<file path="src/rtl/cross_bar_demux_router.sv">
// Header-routed AXI-Stream demux: the first beat selects one of CHANNEL_NO
// per-channel FWFT packet FIFOs; out-of-range destinations are dropped and counted.
module cross_bar_demux_router #(
    parameter int MSEL_WIDTH      = 2,
    parameter int CHANNEL_NO      = 2**MSEL_WIDTH,
    parameter int DATA_WIDTH      = 32,
    parameter int DEST_LSB        = 0,
    parameter int FIFO_ADDR_WIDTH = 5,
    parameter int STRIP_HEADER    = 0,
    parameter int CNT_WIDTH       = 16
) (
    input  logic                             aclk,
    input  logic                             areset,
    input  logic [DATA_WIDTH-1:0]            s_axis_tdata,
    input  logic                             s_axis_tvalid,
    input  logic                             s_axis_tlast,
    output logic                             s_axis_tready,
    output logic [CHANNEL_NO*DATA_WIDTH-1:0] m_axis_tdata,
    output logic [CHANNEL_NO-1:0]            m_axis_tvalid,
    output logic [CHANNEL_NO-1:0]            m_axis_tlast,
    input  logic [CHANNEL_NO-1:0]            m_axis_tready,
    output logic                             busy,
    output logic [CNT_WIDTH-1:0]             drop_count,
    output logic [CHANNEL_NO*CNT_WIDTH-1:0]  pkt_count,
    output logic [1:0]                       dbg_state
);

    localparam int DEPTH = 2**FIFO_ADDR_WIDTH;

    typedef enum logic [1:0] {
        ST_IDLE   = 2'd0,
        ST_ACTIVE = 2'd1,
        ST_DROP   = 2'd2
    } state_t;

    state_t                  r_state;
    logic [MSEL_WIDTH-1:0]   r_dest;
    logic [CNT_WIDTH-1:0]    r_drop_cnt;

    logic [MSEL_WIDTH-1:0]   w_hdr_dest;
    logic                    w_hdr_ok;
    logic [CHANNEL_NO-1:0]   w_dest_sel;
    logic [CHANNEL_NO-1:0]   w_full;
    logic [CHANNEL_NO-1:0]   w_push;
    logic                    w_dest_full;
    logic                    w_tready;
    logic                    w_accept;

    assign w_hdr_dest = s_axis_tdata[DEST_LSB +: MSEL_WIDTH];
    assign w_hdr_ok   = ({1'b0, w_hdr_dest} < (MSEL_WIDTH+1)'(CHANNEL_NO));

    always_comb begin
        w_dest_sel = '0;
        for (int c = 0; c < CHANNEL_NO; c++) begin
            w_dest_sel[c] = (r_dest == MSEL_WIDTH'(c));
        end
    end

    assign w_dest_full = |(w_full & w_dest_sel);

    // Handshake: a beat moves on a port exactly in the cycle where tvalid and
    // tready are both high at the rising edge; tready never depends on tvalid.
    always_comb begin
        w_tready = 1'b0;
        if (!areset) begin
            case (r_state)
                ST_IDLE:   w_tready = (STRIP_HEADER != 0);
                ST_ACTIVE: w_tready = !w_dest_full;
                ST_DROP:   w_tready = 1'b1;
                default:   w_tready = 1'b0;
            endcase
        end
    end

    assign w_accept      = s_axis_tvalid & w_tready;
    assign w_push        = {CHANNEL_NO{(r_state == ST_ACTIVE) && w_accept}} & w_dest_sel;
    assign s_axis_tready = w_tready;
    assign busy          = (r_state != ST_IDLE);
    assign drop_count    = r_drop_cnt;
    assign dbg_state     = r_state;

    always_ff @(posedge aclk) begin
        if (areset) begin
            r_state    <= ST_IDLE;
            r_dest     <= '0;
            r_drop_cnt <= '0;
        end else begin
            case (r_state)
                ST_IDLE: begin
                    if (s_axis_tvalid) begin
                        r_dest <= w_hdr_dest;
                        // A stripped header carrying tlast is a packet with no payload.
                        if ((STRIP_HEADER != 0) && s_axis_tlast) begin
                            if (r_drop_cnt != '1) r_drop_cnt <= r_drop_cnt + 1'b1;
                        end else begin
                            r_state <= w_hdr_ok ? ST_ACTIVE : ST_DROP;
                        end
                    end
                end
                ST_ACTIVE: begin
                    if (w_accept && s_axis_tlast) r_state <= ST_IDLE;
                end
                ST_DROP: begin
                    if (w_accept && s_axis_tlast) begin
                        r_state <= ST_IDLE;
                        if (r_drop_cnt != '1) r_drop_cnt <= r_drop_cnt + 1'b1;
                    end
                end
                default: r_state <= ST_IDLE;
            endcase
        end
    end

    for (genvar c = 0; c < CHANNEL_NO; c++) begin : g_ch
        logic [DATA_WIDTH:0]        r_mem [DEPTH];
        logic [FIFO_ADDR_WIDTH-1:0] r_wr_ptr;
        logic [FIFO_ADDR_WIDTH-1:0] r_rd_ptr;
        logic [FIFO_ADDR_WIDTH:0]   r_count;
        logic [CNT_WIDTH-1:0]       r_pkt_cnt;
        logic                       w_valid;
        logic                       w_pop;
        logic [DATA_WIDTH:0]        w_head;

        assign w_valid   = (r_count != '0);
        assign w_pop     = w_valid & m_axis_tready[c];
        assign w_full[c] = (r_count == (FIFO_ADDR_WIDTH+1)'(DEPTH));
        assign w_head    = r_mem[r_rd_ptr];

        always_ff @(posedge aclk) begin
            if (w_push[c]) r_mem[r_wr_ptr] <= {s_axis_tlast, s_axis_tdata};
        end

        always_ff @(posedge aclk) begin
            if (areset) begin
                r_wr_ptr  <= '0;
                r_rd_ptr  <= '0;
                r_count   <= '0;
                r_pkt_cnt <= '0;
            end else begin
                if (w_push[c]) r_wr_ptr <= r_wr_ptr + 1'b1;
                if (w_pop)     r_rd_ptr <= r_rd_ptr + 1'b1;
                case ({w_push[c], w_pop})
                    2'b10:   r_count <= r_count + 1'b1;
                    2'b01:   r_count <= r_count - 1'b1;
                    default: r_count <= r_count;
                endcase
                if (w_push[c] && s_axis_tlast && (r_pkt_cnt != '1)) begin
                    r_pkt_cnt <= r_pkt_cnt + 1'b1;
                end
            end
        end

        // Empty FIFO presents zero so stale memory never reaches the output.
        assign m_axis_tdata[c*DATA_WIDTH +: DATA_WIDTH] = w_valid ? w_head[DATA_WIDTH-1:0] : '0;
        assign m_axis_tlast[c]                          = w_valid & w_head[DATA_WIDTH];
        assign m_axis_tvalid[c]                         = w_valid;
        assign pkt_count[c*CNT_WIDTH +: CNT_WIDTH]      = r_pkt_cnt;
    end

endmodule

</file>
<file path="config.mk">
export PLATFORM = sky130hd
export DESIGN_NAME = cross_bar_demux_router
export DESIGN_NICKNAME = d
export VERILOG_FILES = /design/src/rtl/cross_bar_demux_router.sv
export SDC_FILE = /design/constraint.sdc
export NUM_CORES = 2
export LEC_CHECK = 0
export ABC_AREA = 0
export BUFFER_PORTS_ARGS = -buffer_cell sky130_fd_sc_hd__buf_2
export CORE_MARGIN = 4
export CORE_UTILIZATION = 35
export CTS_BUF_LIST = sky130_fd_sc_hd__clkbuf_4 sky130_fd_sc_hd__clkbuf_8
export CTS_CLUSTER_DIAMETER = 30
export DETAILED_ROUTE_END_ITERATION = 16
export GPL_TIMING_DRIVEN = 0
export SLEW_MARGIN = 25
export SYNTH_ARGS = -nofsm -noshare
export SYNTH_HDL_FRONTEND = slang
export SYNTH_MEMORY_MAX_BITS = 65536
export SYNTH_SLANG_ARGS = --single-unit
export TNS_END_PERCENT = 5
</file>
<file path="constraint.sdc">
create_clock -name aclk -period 5.6 [get_ports aclk]
set_clock_uncertainty 0.2 [all_clocks]
set_input_delay 1.12 -clock aclk [delete_from_list [all_inputs] [get_ports aclk]]
set_output_delay 1.12 -clock aclk [all_outputs]
set_load 0.02 [all_outputs]
</file>
# [After elaboration in Yosys (flattened, before gate mapping)]
# Memory sizes are Yosys's and may differ from the RTL's. A register that Yosys moved wholly into a read port is not among the register bits.
# Index checks and enable logic that the tools add are counted.
[totals] mem_bits_rw=4224 elab_cells=135 ff_bits=148 mem_count=4
[classes] n_reduce_logical=27 n_bitwise=11 addsub=21 n_mux=29 n_eq_ne=24
[mem_list] name="g_ch[0].r_mem" words=32 width=33 read_ports=1 rd_clocked_by_memory_dff=1 wr=1 line="115" text="logic [DATA_WIDTH:0] r_mem [DEPTH];"
[mem_list] name="g_ch[1].r_mem" words=32 width=33 read_ports=1 rd_clocked_by_memory_dff=1 wr=1 line="115"
[mem_list] name="g_ch[2].r_mem" words=32 width=33 read_ports=1 rd_clocked_by_memory_dff=1 wr=1 line="115"
[mem_list] name="g_ch[3].r_mem" words=32 width=33 read_ports=1 rd_clocked_by_memory_dff=1 wr=1 line="115"
[ops] op="2-to-1 mux 32 bit" n=4
[ops] op="adder 16 x 1 -> 16 bit, second input constant" n=5
[ops] op="!= test 16 bit, second input constant" n=5
[ops] op="one-hot mux 6 bit (2 select lines)" n=4
[ops] op="adder 5 x 1 -> 5 bit, second input constant" n=8
[ops] op="2-to-1 mux 5 bit" n=8
[ops] op="adder 6 x 1 -> 6 bit, second input constant" n=4
[ops] op="== test 6 bit, second input constant" n=4
[ops] op="nonzero test 6 bit" n=4
[ops] op="subtractor 6 x 1 -> 6 bit, second input constant" n=4
[ops] op="== test 2 bit, second input constant" n=7
[ops] op="== test 2 x 1 -> 1 bit, second input constant" n=6
[ops] op="logical AND 1 bit" n=10
[ops] op="nonzero test 2 bit" n=5
[ops] op="bitwise AND 1 bit" n=9
[ops] op="2-to-1 mux 1 bit" n=9
[ops] op="bitwise AND 4 bit" n=2
[ops] op="logical NOT 2 bit" n=2
[ops] op="2-to-1 mux 2 bit" n=2
[ops] op="one-hot mux 2 bit (2 select lines)" n=1
[ops] op="AND reduction 2 bit" n=2
[ops] op="OR reduction 4 bit" n=1
[ops] op="AND reduction 3 bit" n=1
[ops] op="!= test 2 x 1 -> 1 bit, second input constant" n=1
[ops] op="other kinds (4)" n=4

# [Depth between registers and ports, before layout]
[logic_depth] depth_word=11 mapped_depth=15 depth_no_buf=13

# [Least setup slack after synthesis]
# Ideal clock, no wire load.
[synth_timing] path_kind="input -> register" startpoint="in areset" endpoint="mem g_ch[3].r_mem[23][0] in the netlist's numbering (enable)" path_buffers=0 path_slack_ns=1.346 arrival_time_ns=3.631 required_time_ns=4.977 path_stages=4 path_cell_list="nand3b_2 > a311oi_2 > nand2_1 > nor2_1"
[synth_between] elab_chain_len=6
[synth_rtl] item="start, declared" line="13" text="input logic areset,"
[synth_rtl] item="2-to-1 mux 1 bit" line="65" text="if (!areset) begin"
[synth_rtl] item="bitwise AND 1 bit" line="75" text="assign w_accept = s_axis_tvalid & w_tready;"
[synth_rtl] item="logical AND 1 bit" line="76" text="assign w_push = {CHANNEL_NO{(r_state == ST_ACTIVE) && w_accept}} & w_dest_sel;"
[synth_rtl] item="bitwise AND 4 bit" line="76"
[synth_rtl] item="2-to-1 mux 1 bit" line="130" text="if (w_push[c]) r_mem[r_wr_ptr] <= {s_axis_tlast, s_axis_tdata};"
[synth_rtl] item="2-to-1 mux 1 bit (not written as such)" line="130"
[synth_rtl] item="end, declared" line="115"
# No other way between the ends.

==> key figures <==
Outcome
  – Status: complete, no violations

Worst hold path
  – Hold crit path type: in -> reg

Logic synthesis
  – Synth Register Bits: 4375
  – Yosys cell types: 66
  – Number of synthesis warnings: 0
  – Number of synthesized flops with an enable pin: ~4200
  – Post-Syn Area: around 170000 um^2
  – Sequential share of the synthesized area: roughly 77%
  – Main synth FF type: edfxtp_1
  – Async S/R FF share, synth: 0%
  – Synth Instances: just under 8000
  – Syn_area_per_cell: 21.5 um^2

Finish
  – Core Util, Final: between 40% and 50%
  – Share of layout cells above drive strength 1: between 30% and 40%
  – Final Instance Area: a little over 200000 um^2
  – Layout Nets: ~9300
  – Syn-to-layout area delta: 22.8%
  – Final std cells w/o fill: 16388

Clock tree
  – Clock Sinks: 4375
  – Post-CTS Setup Bufs: 0
  – # H-tree levels: 6
  – Skew-Pair Late Insertion Delay: about 1300 ps
  – CTS tree: built
  – Clock transition at path regs: around 60 ps
  – CTS root buf: clkbuf_8
  – Inserted Clock Buffers: ~860
  – Clock buffer depth: 4

Setup path
  – CP max FO: 10
  – R2R setup slack: between 800 and 900 ps
  – Critical path class: reg -> out
  – Critical path's slowest cell: nor4_1
  – CP Cell Sequence: clkbuf_1, or3_1, clkbuf_1, clkbuf_1, o22ai_1, nor4_1, buf_2
  – CP arrival: ~4200 ps
  – Max stage delay on crit path: ~600 ps
  – Buffer and inverter count on the worst path: 4
  – CP most frequent cell: clkbuf_1
  – CP Launch Type: flip-flop
  – Worst path top cell family by delay: buffers and inverters
  – CP Capture Type: output pin
  – CP required: around 4300 ps

Global routing
  – GRT Total Usage: around 19%
  – First-pass GRT wire length: between 600 and 700 mm
  – Remaining Overflow, GRT: 0
  – Initial antenna violation count: between 40 and 50
  – Vias in the first global route: 90425
  – Pin count of the biggest net entering global routing: 97

Detailed routing
  – WL per Instance: between 20 and 30 um
  – Via count: 87702
  – Pre-antenna DRT Iters: 6
  – Drt drc: 0
  – Vias per cell: around 5.4
  – Initial DRC count: 10475
  – Post-route ant nets: 0
  – Final wirelength: between 400 and 500 mm

Power and ir drop
  – Switching part of the total: 22.1%
  – Leakage Power: 63.5 nW
  – Combinational group share of total power: 4.0%
  – Flop pwr share: between 40% and 50%
  – Worst vdd rail ir drop: about 0.00026 V
  – P_int: slightly below 60 mW
  – Net Switching: 16.5 mW
  – PwrDens: 362 nW/um^2
  – Clock power share: 47.9%

Timing
  – Slew headroom: between 20% and 30%
  – Hold Worst Slack: approximately 150 ps
  – Setup repair after global routing missed its margin: true
  – Worst-Margin Slew: roughly 1100 ps
  – Fmax: between 150 and 200 MHz
  – Minimum clock period: ~5500 ps
  – # setup viols final: 0
  – Fin. Hold Viols: 0
  – Final Max Tran Viols: 0
  – Final worst path period share: a little over nine tenths

Flow run
  – Max-capacitance violation count: 0

Placement
  – HPWL after detailed placement: roughly 300 mm
  – Routability cong.: 0.806
  – Dpl cells: between 10000 and 15000
  – Number of port buffers: 242
  – Placed instance area: 185000 um^2

Floorplan
  – Core Box Area: 479000 um^2
  – Die Wd: 702 um
  – FP Rows: ~250
  – I/O Pins: between 200 and 300
  – Die H: 702 um
  – Die footprint: 492000 um^2
  – Initial Util: 35.1%
[registers in the layout, indices dropped and copies added (netlist names), named ones only]
| register | cells |
|---|---|
| g_ch.r_count | 24 |
| g_ch.r_wr_ptr | 20 |
| g_ch.r_pkt_cnt | 64 |
| dbg_state | 1 |
| g_ch.r_mem | 4224 |
| g_ch.r_rd_ptr | 20 |
| r_dest | 2 |
[stage by stage]
step                      power (mW)   TNS, ps  worst slack [ps]
after floorplan                 37.8         0              1350
after global placement          39.3  -5009720             -2980
after detailed placement        39.5         0               127
after CTS                       75.4     -1190              -142
after global routing            77.3      -689              -106
final                           74.8         0               125
[worst reg2reg max path: cells and delay by family, from the launching register on]
family | cells | cell delay (ps)
simple gates | 4 | 1850
compound gates | 3 | 620
fa+ha+maj | 2 | 530
buf+inv | 2 | 520
flops | 1 | 390
mux | 1 | 360
xor+xnor | 1 | 210
[power by group through the flow]
stage | Sequential, mW | Combinational (mW) | Clock (mW)
after global routing | 35.9 | 3.19 | 38.2
after CTS | 35.9 | 3.06 | 36.5
final | 35.9 | 3.01 | 35.9
after floorplan | 36.6 | 1.20 | 0
after detailed placement | 36.6 | 2.86 | 0
after global placement | 36.7 | 2.60 | 0
[worst paths after layout]
path	from	end	cells past startpoint
worst min-delay path	s_axis_tdata[27]	g_ch[1].r_mem[2][27]	1
worst max-delay path	flip-flop	m_axis_tdata[49]	7
worst min register to register	g_ch[3].r_pkt_cnt[15]	g_ch[3].r_pkt_cnt[15]	1
worst max register to register	g_ch[0].r_count[0]	g_ch[0].r_count[4]	13
[cell families (layout without fill, tap and decap cells)]
group / after synthesis / in the layout / share of synthesized area (%)
AOI/OAI and AO/OA: 521 / 521 / 2.45
buffers and inverters: 505 / 2600 / 1.34
other: 1 / 50 / 0.00223
and+or+nand+nor: 1115 / 1115 / 3.31
muxes: 1216 / 1216 / 15.1
DFF: 4375 / 4375 / 77.1
xor gates and xnor gates: 75 / 75 / 0.390
adders and majority gates: 36 / 36 / 0.268
[cell type report]
type                    instances  area (um^2)
repair buffers                518         7810
flip-flops and latches       4375       130000
fillers                     40655       272000
clock inverters               571         6570
plain buffers                 472         2550
inverters                      30          113
diodes                         33         82.6
clock buffers                1009        13000
multi-input cells            2980        38700
well taps                    6400         8010
[placed cells by master, fill, tap and decap left out, types with 84 or more instances in the layout]
cell / count
a211oi_1: 110
buf_16: 170
buf_2: 317
buf_4: 84
bufinv_16: 123
clkbuf_1: 139
clkbuf_2: 92
clkbuf_4: 159
clkbuf_8: 867
clkinv_1: 144
clkinv_2: 127
dfxtp_1: 149
edfxtp_1: 4224
mux2i_1: 130
mux4_2: 1056
nand2_1: 329
nor2_1: 131
nor2_4: 129
nor2b_1: 153
o2111a_1: 115
o22ai_1: 126
[synth_stat cells (all sizes together), types with 23 or more instances]
master,number,area (um^2)
nor2,262,983
mux2i,146,1460
mux4,1056,23800
xnor2,29,254
o22ai,132,826
xor2,46,403
a211oi,132,991
ha,36,450
nand2,329,1230
nor4,148,926
clkbuf,243,912
inv,30,113
edfxtp,4224,127000
o21ai,27,135
o2111a,132,1490
or3,30,188
nand4,34,213
nor2b,153,957
a21oi,48,240
nand3,38,190
dfxtp,151,3020
buf,232,1230
nand3b,23,176
[layer usage]
| metal | GRT usage (%) | up-vias | share of wire [%] |
|---|---|---|---|
| met3 | 3.60 | 801 | 8.2 |
| met2 | 30.1 | 4199 | 48 |
| li1 | - | 36125 | - |
| met4 | 6.35 | 8 | 3.3 |
| met1 | 25.2 | 46569 | 40 |
| met5 | 0 | - | 0.0088 |
[timing repair]
item	4_1_cts	5_1_grt
hold buffers	35	0
endpoints found under the setup margin	133	65
pin swaps	6	3
resized for setup	378	39
hold endpoints to repair	936	0
(Power assumes the default switching activity.)
